File: config.mk
export PLATFORM = sky130hd
export DESIGN_NAME = rs_scheduler
export DESIGN_NICKNAME = d
export VERILOG_FILES = /design/src/rtl/rs_scheduler.sv
export SDC_FILE = /design/constraint.sdc
export NUM_CORES = 1
export LEC_CHECK = 0
export BUFFER_PORTS_ARGS = -buffer_cell sky130_fd_sc_hd__buf_2
export CORE_UTILIZATION = 50
export DETAILED_ROUTE_END_ITERATION = 10
export PLACE_DENSITY = 0.66
export SYNTH_ARGS = -nofsm -noshare
export SYNTH_HDL_FRONTEND = slang
export SYNTH_SLANG_ARGS = --single-unit
File: constraint.sdc
create_clock -name clk -period 36.2 [get_ports clk]
set_input_delay 1.81 -clock clk [delete_from_list [all_inputs] [get_ports clk]]
set_output_delay 1.81 -clock clk [all_outputs]
set_load 0.02 [all_outputs]
File: src/rtl/rs_scheduler.sv
// Reservation-station control state: slot allocation, operand wakeup from the
// ALU/LSB broadcasts, and oldest-ready selection for ALU dispatch.
module rs_scheduler #(
    parameter int RS_SIZE   = 16,
    parameter int RS_WIDTH  = 4,
    parameter int ROB_WIDTH = 4
) (
    input  logic                  clk,
    input  logic                  rst,
    input  logic                  rdy,
    input  logic                  rollback,
    input  logic                  push,
    input  logic                  push_qj,
    input  logic [ROB_WIDTH-1:0]  push_qj_tag,
    input  logic                  push_qk,
    input  logic [ROB_WIDTH-1:0]  push_qk_tag,
    input  logic                  alu_cdb_valid,
    input  logic [ROB_WIDTH-1:0]  alu_cdb_tag,
    input  logic                  lsb_cdb_valid,
    input  logic [ROB_WIDTH-1:0]  lsb_cdb_tag,
    input  logic                  rs_front,
    output logic                  rs_avail,
    output logic [RS_WIDTH-1:0]   rs_avail_pos,
    output logic                  rs_ready,
    output logic [RS_WIDTH-1:0]   rs_ready_pos,
    output logic [RS_WIDTH:0]     rs_count,
    output logic [RS_SIZE-1:0]    wake_j,
    output logic [RS_SIZE-1:0]    wake_k
);

    localparam logic [RS_WIDTH-1:0] AGE_MAX = RS_WIDTH'(RS_SIZE - 1);

    logic [RS_SIZE-1:0]   busy;
    logic [RS_SIZE-1:0]   qj;
    logic [RS_SIZE-1:0]   qk;
    logic [ROB_WIDTH-1:0] tag_j [RS_SIZE];
    logic [ROB_WIDTH-1:0] tag_k [RS_SIZE];
    logic [RS_WIDTH-1:0]  age   [RS_SIZE];
    logic [RS_WIDTH:0]    count;

    logic                 push_acc;
    logic                 pop_acc;
    logic                 push_j_pend;
    logic                 push_k_pend;
    logic [RS_SIZE-1:0]   ready_vec;
    logic [RS_WIDTH-1:0]  best_age;

    function automatic logic tag_hit(
        input logic [ROB_WIDTH-1:0] tag,
        input logic                 a_vld,
        input logic [ROB_WIDTH-1:0] a_tag,
        input logic                 l_vld,
        input logic [ROB_WIDTH-1:0] l_tag
    );
        return (a_vld && (a_tag == tag)) || (l_vld && (l_tag == tag));
    endfunction

    function automatic logic [RS_WIDTH-1:0] age_inc(input logic [RS_WIDTH-1:0] a);
        return (a == AGE_MAX) ? a : a + 1'b1;
    endfunction

    // Free-slot offer and oldest-ready selection, both from registered state
    always_comb begin
        rs_avail     = 1'b0;
        rs_avail_pos = '0;
        for (int i = RS_SIZE - 1; i >= 0; i--) begin
            if (!busy[i]) begin
                rs_avail     = 1'b1;
                rs_avail_pos = RS_WIDTH'(i);
            end
        end

        ready_vec    = busy & ~qj & ~qk;
        rs_ready     = 1'b0;
        rs_ready_pos = '0;
        best_age     = '0;
        // Strict '>' keeps the lowest index among equal ages
        for (int i = 0; i < RS_SIZE; i++) begin
            if (ready_vec[i] && (!rs_ready || (age[i] > best_age))) begin
                rs_ready     = 1'b1;
                rs_ready_pos = RS_WIDTH'(i);
                best_age     = age[i];
            end
        end
    end

    always_comb begin
        wake_j = '0;
        wake_k = '0;
        for (int i = 0; i < RS_SIZE; i++) begin
            wake_j[i] = rdy && busy[i] && qj[i] &&
                        tag_hit(tag_j[i], alu_cdb_valid, alu_cdb_tag, lsb_cdb_valid, lsb_cdb_tag);
            wake_k[i] = rdy && busy[i] && qk[i] &&
                        tag_hit(tag_k[i], alu_cdb_valid, alu_cdb_tag, lsb_cdb_valid, lsb_cdb_tag);
        end
    end

    // A tag broadcast in the same cycle as the push is already resolved
    always_comb begin
        push_acc    = rdy && !rollback && push && rs_avail;
        pop_acc     = rdy && !rollback && rs_front && rs_ready;
        push_j_pend = push_qj &&
                      !tag_hit(push_qj_tag, alu_cdb_valid, alu_cdb_tag, lsb_cdb_valid, lsb_cdb_tag);
        push_k_pend = push_qk &&
                      !tag_hit(push_qk_tag, alu_cdb_valid, alu_cdb_tag, lsb_cdb_valid, lsb_cdb_tag);
    end

    assign rs_count = count;

    always_ff @(posedge clk or posedge rst) begin
        if (rst) begin
            busy  <= '0;
            qj    <= '0;
            qk    <= '0;
            count <= '0;
            for (int i = 0; i < RS_SIZE; i++) begin
                age[i] <= '0;
            end
        end else if (rdy) begin
            if (rollback) begin
                busy  <= '0;
                qj    <= '0;
                qk    <= '0;
                count <= '0;
                for (int i = 0; i < RS_SIZE; i++) begin
                    age[i] <= '0;
                end
            end else begin
                for (int i = 0; i < RS_SIZE; i++) begin
                    if (push_acc && (RS_WIDTH'(i) == rs_avail_pos)) begin
                        busy[i] <= 1'b1;
                        qj[i]   <= push_j_pend;
                        qk[i]   <= push_k_pend;
                        age[i]  <= '0;
                    end else begin
                        if (pop_acc && (RS_WIDTH'(i) == rs_ready_pos)) begin
                            busy[i] <= 1'b0;
                        end
                        if (wake_j[i]) begin
                            qj[i] <= 1'b0;
                        end
                        if (wake_k[i]) begin
                            qk[i] <= 1'b0;
                        end
                        if (push_acc && busy[i]) begin
                            age[i] <= age_inc(age[i]);
                        end
                    end
                end
                count <= count + (RS_WIDTH + 1)'(push_acc) - (RS_WIDTH + 1)'(pop_acc);
            end
        end
    end

    // Tags are only meaningful while the matching q bit is set, so they carry no reset
    always_ff @(posedge clk) begin
        if (push_acc) begin
            tag_j[rs_avail_pos] <= push_qj_tag;
            tag_k[rs_avail_pos] <= push_qk_tag;
        end
    end

endmodule

==> results of run 1 <==
cells by family (layout without fill, tap and decap cells):
| kind of cell | Yosys count | count (layout) |
|---|---|---|
| and+or+nand+nor | 556 | 556 |
| buffers and inverters | 157 | 219 |
| adders and majority gates | 74 | 74 |
| muxes | 25 | 25 |
| xor gates and xnor gates | 286 | 286 |
| DFF | 245 | 245 |
| AOI/OAI and AO/OA | 359 | 359 |
worst paths after layout:
kind / startpoint / slack, ps / end / cells after the start
hold reg to reg: age[39]$_DFFE_PP0P_ / 550 / age[39]$_DFFE_PP0P_ / 1
setup / recovery: busy[0]$_DFFE_PP0P_ / 7410 / rs_ready_pos[3] / 122
hold / removal: age[39]$_DFFE_PP0P_ / 550 / age[39]$_DFFE_PP0P_ / 1
max in group asynchronous: rst / 33390 / qk[8]$_DFFE_PP0P_ / 3
setup reg to reg: busy[0]$_DFFE_PP0P_ / 8560 / busy[1]$_DFFE_PP0P_ / 123
min in group asynchronous: rst / 1310 / age[36]$_DFFE_PP0P_ / 2
sequential cells by signal, indices dropped and copies added, names as in the netlist:
register / flops
qj: 16
tag_j: 64
age: 64
qk: 16
rs_count: 5
busy: 16
tag_k: 64
power by group through the flow:
stage               registers [uW]  clock network [uW]  logic (uW)
floorplan                      307                   0        61.0
detailed placement             306                   0        88.6
global route                   301                 313        97.9
global placement               306                   0        86.5
CTS                            301                 301        89.1
finish                         301                 298        89.4
stage by stage:
| step | std cells | power, uW | worst slack [ps] |
|---|---|---|---|
| after detailed placement | 2156 | 395 | 8450 |
| after floorplan | 1702 | 368 | 11700 |
| after CTS | 2206 | 691 | 7830 |
| after global placement | 2156 | 393 | 9600 |
| after global routing | 2206 | 712 | 4830 |
| final | 2206 | 688 | 7410 |
area by class of cell:
class	instances	area share (%)
Multi-Input combinational cell	1300	50.3
Sequential cell	245	37.1
Clock buffer	38	3.98
Tap cell	442	3.03
Timing Repair Buffer	96	2.96
Inverter	73	1.51
Clock inverter	12	1.20
cell usage in the layout (no fill, tap or decap), types with 13 or more instances in the layout:
cell and n:
inv_1 72, a22o_1 32, nor2_1 66, a21oi_1 54, ha_1 73, a31o_2 15, nand2_1 152, o211ai_1 17
xnor2_1 79, mux2i_1 13, o2111a_1 32, nor2b_1 46, a31oi_1 17, clkbuf_16 27, xor2_1 207, buf_4 24
edfxtp_1 128, nand3_1 97, dfrtp_1 117, nor3_1 18, nor4_1 69, and2_1 24, buf_2 72, nand2b_1 21
o21ai_0 81
per-layer routing:
layer | up-vias | routed length (um) | global-route usage (%)
li1 | 6273 | - | -
met1 | 6700 | 21000 | 40.1
met2 | 475 | 22500 | 47.6
met3 | 89 | 3460 | 3.45
met4 | 0 | 1440 | 9.10
met5 | - | 0 | 0
==> flow_summary.json, run 1 <==
{
  "ir_drop_mv": 0.0329,
  "yosysUniqueCellTypes": 80,
  "yosys_warnings": 0,
  "hpwl_mm": 32.8,
  "synth_nets": 1802,
  "grt_max_degree": 74,
  "drt-total-wl_mm": 48.4,
  "placed_area_um2": 17300,
  "antenna_cells": 0,
  "total_leakage_power_uw": 0.00765,
  "power.internal_uw": 510,
  "core_area_um2": 32500,
  "clock_path_buffers": 3,
  "seq_area_frac_synth_pct": 40.9,
  "tns_ps": 0,
  "syn_area_um2": 16500,
  "synth_ff_type": "edfxtp_1",
  "yosys.area_share.simple_pct": 17.4,
  "wire_per_inst_um": 21.9,
  "maxCapViolCount": 0,
  "finalSetupViolCount": 0,
  "drcViolationCount": 0,
  "period_minus_slack_ps": 28790,
  "area_growth_pct": 10.5,
  "fin_hold_ws_ps": 547,
  "yosysTopAreaCell": "edfxtp_1",
  "port_buffers": 72,
  "synth_edf_count": 128,
  "start_util_pct": 50.8,
  "cpPeakStageDelay_ps": 820,
  "clk_pin_slew_ps": 60,
  "power.share.switching_pct": 25.8,
  "dieWidth_um": 184,
  "fin_worst_skew_ps": 21.7,
  "seq_power_share_pct": 43.7,
  "seq_area_um2": 6770,
  "cts_resized": 0,
  "critPathTopFamily": "compound AO/OA/AOI/OAI gates",
  "startpoint_type": "flip-flop",
  "grt_pass1_vias": 13300,
  "grt_pass1_wl_mm": 75.0,
  "synthArstFlopShare_pct": 47.8,
  "stdcell_area_um2": 18300,
  "final.period_utilization_pct": 79.5,
  "rsz0062_at_grt": "false",
  "drtPass1Iterations": 6,
  "synth.avg_cell_area_um2": 9.72,
  "gr-total-overflow": 0,
  "path_max_fanout": 16,
  "fill_cells": 2853,
  "finalMaxSlewViolations": 0,
  "ys_seq_elements": 245,
  "cts_tree": "built",
  "synth.most_common_cell": "xor2_1",
  "vias": 13500,
  "power.switching_uw": 178,
  "fin_util_pct": 56.2,
  "pin_count": 73,
  "antenna_found_initial": 0,
  "synth-xor-area-share_pct": 15.1,
  "tightest_slew_ps": 1250,
  "cts_setup_buffers": 0,
  "multi_input_area_um2": 9190,
  "cts.sink_count": 245,
  "cts_root_buf": "clkbuf_16",
  "synth_top_area_share_pct": 23.2,
  "cp_data_arrival_time_ps": 26980,
  "cp_common_cell": "a21oi_1",
  "detail-route-antenna-nets": 0,
  "slew-limit-headroom_pct": 16.6,
  "status": "finished, final reports clean",
  "power_frac_comb_pct": 13.0,
  "powerDensity_nw_per_um2": 37.6,
  "synth_top_family_by_area": "simple AND/OR/NAND/NOR gates",
  "muxShareOfSynthArea_pct": 1.63,
  "final_layout_size_suffix_gt1_share_pct": 10.1,
  "grt_usage_pct": 29.1,
  "hp-class": "reg2reg",
  "cp_num_buf_inv": 9,
  "netlist_instances": 1702,
  "endpoint_kind": "output pin",
  "via_per_inst": 6.14,
  "die_y_um": 184,
  "synth_area_leaders": "edfxtp_1 (23%), dfrtp_1 (18%), xor2_1 (11%)",
  "slowest_stage": "a21oi_1",
  "die_area_um2": 33800,
  "cts_buffers": 27,
  "gp_congestion": 0.899,
  "dr.first_iter.drc_count": 1179,
  "pwr-share-clk_pct": 43.3,
  "nets": 1843,
  "rows": 66,
  "path_class": "reg2out",
  "timing.critical_path.required_ps": 34390,
  "yosys-top-cells-count": "xor2_1 (207), nand2_1 (152), edfxtp_1 (128), dfrtp_1 (117), nand3_1 (97)",
  "clk_latency_ps": 550,
  "cts_htree_levels": 1,
  "synth_compound_area_share_pct": 15.7,
  "cts_hold_buf": 0,
  "fmaxAchievable_mhz": 34.7,
  "final_hold_viol_count": 0,
  "synth-adder-area-share_pct": 5.64
}
Power figures use the tool's default switching activity.
==> run 2, diff against run 1 <==
- clock period: 36.2 -> 26.8 ns (I/O delays scaled with it)
==> run 2 against run 1 <==
  * Largest power group unchanged
  * Die area stayed put
  * Routed wire length hardly changed
  * Critical path type unchanged
  * Global-route usage is 0.37 points lower
  * Cell area is 0.14% higher
  * Via count hardly changed
  * Largest cell class unchanged
==> flow_summary.json, run 2 (synthesis results as in run 1) <==
{
  "p_total_uw": 893,
  "hp-class": "reg2reg",
  "gp_congestion": 0.921,
  "powerDensity_nw_per_um2": 48.8,
  "via_per_inst": 6.11,
  "ir_drop_mv": 0.0581,
  "grt_pass1_wl_mm": 74.0,
  "path_class": "reg2out",
  "antenna_cells": 0,
  "nets": 1852,
  "grt_usage_pct": 28.7,
  "final.period_utilization_pct": 93.5,
  "dr.first_iter.drc_count": 1031,
  "vias": 13500,
  "area_growth_pct": 10.6,
  "clock_path_buffers": 3,
  "die_y_um": 184,
  "fill_cells": 2919,
  "fin_util_pct": 56.2,
  "die_area_um2": 33800,
  "final_common_cell": "xor2_1",
  "clk_pin_slew_ps": 60,
  "top_usage_layer": "met2",
  "gr-total-overflow": 0,
  "fmaxAchievable_mhz": 39.9,
  "cts_buffers": 27,
  "fin_worst_skew_ps": 8.64,
  "cpPeakStageDelay_ps": 470,
  "hpwl_mm": 32.7,
  "placed_area_um2": 17300,
  "antenna_found_initial": 0,
  "place_ws_ps": 340,
  "fin_hold_ws_ps": 543,
  "endpoint_kind": "output pin",
  "grt.met3_usage_pct": 4.12,
  "cp_common_cell": "a21oi_1",
  "drtPass1Iterations": 6,
  "rows": 66,
  "cts.sink_count": 245,
  "port_buffers": 72,
  "grtUsageMet2_pct": 46.7,
  "cts_htree_levels": 1,
  "cts_hold_buf": 0,
  "finalMaxSlewViolations": 0,
  "path_max_fanout": 13,
  "grt_max_degree": 75,
  "timing.critical_path.required_ps": 25460,
  "cts_tree": "built",
  "clk_latency_ps": 540,
  "final_layout_size_suffix_gt1_share_pct": 11.0,
  "total_leakage_power_uw": 0.00764,
  "startpoint_type": "flip-flop",
  "setup_slack_ps": 1750,
  "detail-route-antenna-nets": 0,
  "tightest_slew_ps": 1230,
  "drcViolationCount": 0,
  "cp_data_arrival_time_ps": 23710,
  "slew-limit-headroom_pct": 17.5,
  "grt_pass1_vias": 13100,
  "final_hold_viol_count": 0,
  "grtUsageMet1_pct": 39.0,
  "status": "finished, final reports clean",
  "dieWidth_um": 184,
  "cts_root_buf": "clkbuf_16",
  "slowest_stage": "dfrtp_2",
  "pin_count": 73,
  "final_cell_mix": "xor2_1 (207), nand2_1 (152), edfxtp_1 (128)",
  "core_area_um2": 32500,
  "wire_per_inst_um": 21.9,
  "maxCapViolCount": 0,
  "drt-total-wl_mm": 48.4,
  "period_minus_slack_ps": 25050,
  "start_util_pct": 50.8,
  "finalSetupViolCount": 0,
  "stdcell_area_um2": 18300,
  "top_regs": "age: 64 flops, tag_j: 64 flops, tag_k: 64 flops"
}
run 2: cell types whose count changed in the layout (fill, tap and decap cells not counted), sizes merged:
cell      change
clkinvlp      +2
clkbuf        +2
bufinv        -4
buf           +9
run 2: path summary, 6_finish.rpt:
path	start	end	slack, ps	depth (start not counted)
worst max-delay path	busy[0]$_DFFE_PP0P_	rs_ready_pos[3]	1750	123
worst min-delay path	age[39]$_DFFE_PP0P_	age[39]$_DFFE_PP0P_	540	1
worst max register to register	busy[0]$_DFFE_PP0P_	busy[2]$_DFFE_PP0P_	2530	124
worst min register to register	age[39]$_DFFE_PP0P_	age[39]$_DFFE_PP0P_	540	1
max in group asynchronous	rst	busy[0]$_DFFE_PP0P_	24420	3
min in group asynchronous	rst	age[24]$_DFFE_PP0P_	870	2
run 2: cell type report:
type | instances | area (um2) | area share [%]
inverters | 73 | 277 | 1.51
multi-input cells | 1300 | 9250 | 50.5
well taps | 442 | 553 | 3.02
repair buffers | 105 | 608 | 3.32
clock buffers | 40 | 734 | 4.01
flip-flops and latches | 245 | 6770 | 37.0
clock inverters | 10 | 110 | 0.602
run 2: where the power goes:
part	internal, uW	total [uW]	switching (uW)
logic	42.8	124	81.3
clock network	209	363	154
registers	401	407	5.25
total	653	893	240
run 2: timing repair:
action                                  in CTS  in global routing
setup buffers                                0                  8
gates resized for setup                      1                 16
pin swaps                                    0                  2
cloned                                       0                  0
endpoints found under the setup margin       4                 20
run 2: worst max-delay path, delay by kind of cell (launching register included):
kind	cells	cell delay, ps
fa+ha+maj	15	4180
buf+inv	13	1360
compound gates	60	11350
mux	9	2370
flops	1	470
simple gates	26	3420
run 2: per-stage QoR:
stage	setup TNS [ps]	std cells
after global routing	-68.0	2215
final	0	2215
after floorplan	0	1702
after detailed placement	0	2157
after global placement	0	2157
after CTS	0	2207
run 2: layer usage:
| metal | vias up | share of wire, % |
|---|---|---|
| met5 | - | 0 |
| met4 | 0 | 3.0 |
| met3 | 82 | 8.0 |
| li1 | 6286 | - |
| met1 | 6665 | 43 |
| met2 | 510 | 46 |
==> run 3, diff against run 2 <==
- PLACE_DENSITY: 0.66 -> 0.75
==> run 3 against run 2 <==
  * Combinational power about the same
  * Sequential share of layout area increased by 0.061 points
  * Largest power group unchanged
  * Highest routed layer unchanged
  * Die area unchanged
==> flow_summary.json, run 3 (synthesis results as in run 1) <==
{
  "status": "finished, final reports clean",
  "fin_worst_skew_ps": 11.1,
  "area_growth_pct": 10.4,
  "grt_usage_pct": 27.9,
  "via_per_inst": 6.20,
  "grtUsageMet1_pct": 37.8,
  "rows": 66,
  "antenna_cells": 0,
  "cts_htree_levels": 1,
  "rsz0062_at_grt": "false",
  "detail-route-antenna-nets": 0,
  "cpPeakStageDelay_ps": 460,
  "core_area_um2": 32500,
  "cts_hold_buf": 0,
  "grtUsageMet2_pct": 46.6,
  "grt.met3_usage_pct": 2.79,
  "path_class": "reg2out",
  "grt_pass1_vias": 13200,
  "hpwl_mm": 32.3,
  "antenna_found_initial": 0,
  "maxCapViolCount": 0,
  "fill_cells": 2743,
  "setup_slack_ps": 1780,
  "p_total_uw": 882,
  "start_util_pct": 50.8,
  "final_hold_viol_count": 0,
  "slew-limit-headroom_pct": 21.5,
  "cp_common_cell": "ha_1",
  "timing.critical_path.required_ps": 25460,
  "dr.first_iter.drc_count": 1332,
  "cts_root_buf": "clkbuf_16",
  "cp_data_arrival_time_ps": 23680,
  "dpl.cell_count": 2154,
  "die_y_um": 184,
  "ir_drop_mv": 0.0466,
  "die_area_um2": 33800,
  "gp_congestion": 0.934,
  "total_leakage_power_uw": 0.00761,
  "drtPass1Iterations": 6,
  "finalSetupViolCount": 0,
  "final_cell_mix": "xor2_1 (207), nand2_1 (152), edfxtp_1 (128)",
  "tns_ps": 0,
  "grt_pass1_wl_mm": 72.6,
  "stdcell_count": 2207,
  "period_minus_slack_ps": 25020,
  "drcViolationCount": 0,
  "path_max_fanout": 13,
  "final.period_utilization_pct": 93.4,
  "final_common_cell": "xor2_1",
  "hp-class": "reg2reg",
  "top_usage_layer": "met2",
  "top_regs": "age: 64 flops, tag_j: 64 flops, tag_k: 64 flops",
  "slowest_stage": "dfrtp_2",
  "pin_count": 73,
  "clk_latency_ps": 540,
  "nets": 1845,
  "port_buffers": 72,
  "cts_buffers": 26,
  "grt_max_degree": 63,
  "endpoint_kind": "output pin",
  "startpoint_type": "flip-flop",
  "clock_path_buffers": 3,
  "fin_hold_ws_ps": 541,
  "fmaxAchievable_mhz": 40.0,
  "vias": 13700,
  "powerDensity_nw_per_um2": 48.3,
  "cts.sink_count": 245,
  "dieWidth_um": 184,
  "finalMaxSlewViolations": 0,
  "clk_pin_slew_ps": 60,
  "tightest_slew_ps": 1170,
  "drt-total-wl_mm": 47.4,
  "wire_per_inst_um": 21.5,
  "gr-total-overflow": 0,
  "place_ws_ps": -56.1,
  "cts_tree": "built",
  "final_layout_size_suffix_gt1_share_pct": 11.1
}
==> run 3: power breakdown <==
group          total, uW  leakage [uW]  internal [uW]  switching [uW]
Sequential           406       0.00278            401            5.28
Clock                353      0.000393            202             150
Combinational        123       0.00444           41.8            81.0
Total                882       0.00761            645             237
==> run 3: metrics by stage <==
| step | util [%] | area, um2 |
|---|---|---|
| global placement | 53.2 | 17300 |
| detailed placement | 53.2 | 17300 |
| finish | 56.2 | 18300 |
| floorplan | - | 16500 |
| CTS | 55.8 | 18200 |
| global route | 56.2 | 18300 |
==> run 3: path summary, 6_finish.rpt <==
| kind | startpoint | to | slack (ps) | cells after the start |
|---|---|---|---|---|
| worst min-delay path | age[3]$_DFFE_PP0P_ | age[3]$_DFFE_PP0P_ | 540 | 1 |
| worst min register to register | age[3]$_DFFE_PP0P_ | age[3]$_DFFE_PP0P_ | 540 | 1 |
| worst max-delay path | busy[0]$_DFFE_PP0P_ | rs_ready_pos[3] | 1780 | 122 |
| min in group asynchronous | rst | age[53]$_DFFE_PP0P_ | 920 | 2 |
| max in group asynchronous | rst | busy[0]$_DFFE_PP0P_ | 24500 | 3 |
| worst max register to register | busy[0]$_DFFE_PP0P_ | busy[2]$_DFFE_PP0P_ | 2380 | 123 |
==> run 3: worst max-delay path: cells and delay by family, from the launching register on <==
kind | cells | cell delay, ps
AO/OA/AOI/OAI | 61 | 11410
adder cells (fa/ha/maj) | 15 | 4170
buffers and inverters | 11 | 1110
flip-flops | 1 | 460
multiplexers | 8 | 2170
AND/OR/NAND/NOR | 27 | 3730
==> run 3: per-layer routing <==
| metal | share of wire (%) | vias up | routed length, um |
|---|---|---|---|
| met4 | 3.2 | 0 | 1520 |
| met1 | 43 | 6668 | 20200 |
| met5 | 0 | - | 0 |
| li1 | - | 6294 | - |
| met2 | 46 | 608 | 22000 |
| met3 | 7.7 | 103 | 3630 |
==> run 3: final cells by class <==
cell class / instances / area, um2 / area share (%)
clock buffer: 36 / 739 / 4.05
clock inverter: 12 / 93.8 / 0.514
inverter: 73 / 277 / 1.51
multi-input combinational: 1300 / 9270 / 50.7
sequential: 245 / 6770 / 37.1
tap: 442 / 553 / 3.03
timing repair buffer: 99 / 563 / 3.08
==> run 3: what timing repair did <==
action / in CTS / in global routing
hold endpoints to repair: 0 / 0
pin swaps: 0 / 2
gates resized for setup: 3 / 19
buffers inserted: 0 / 5
setup endpoints to repair: 6 / 20
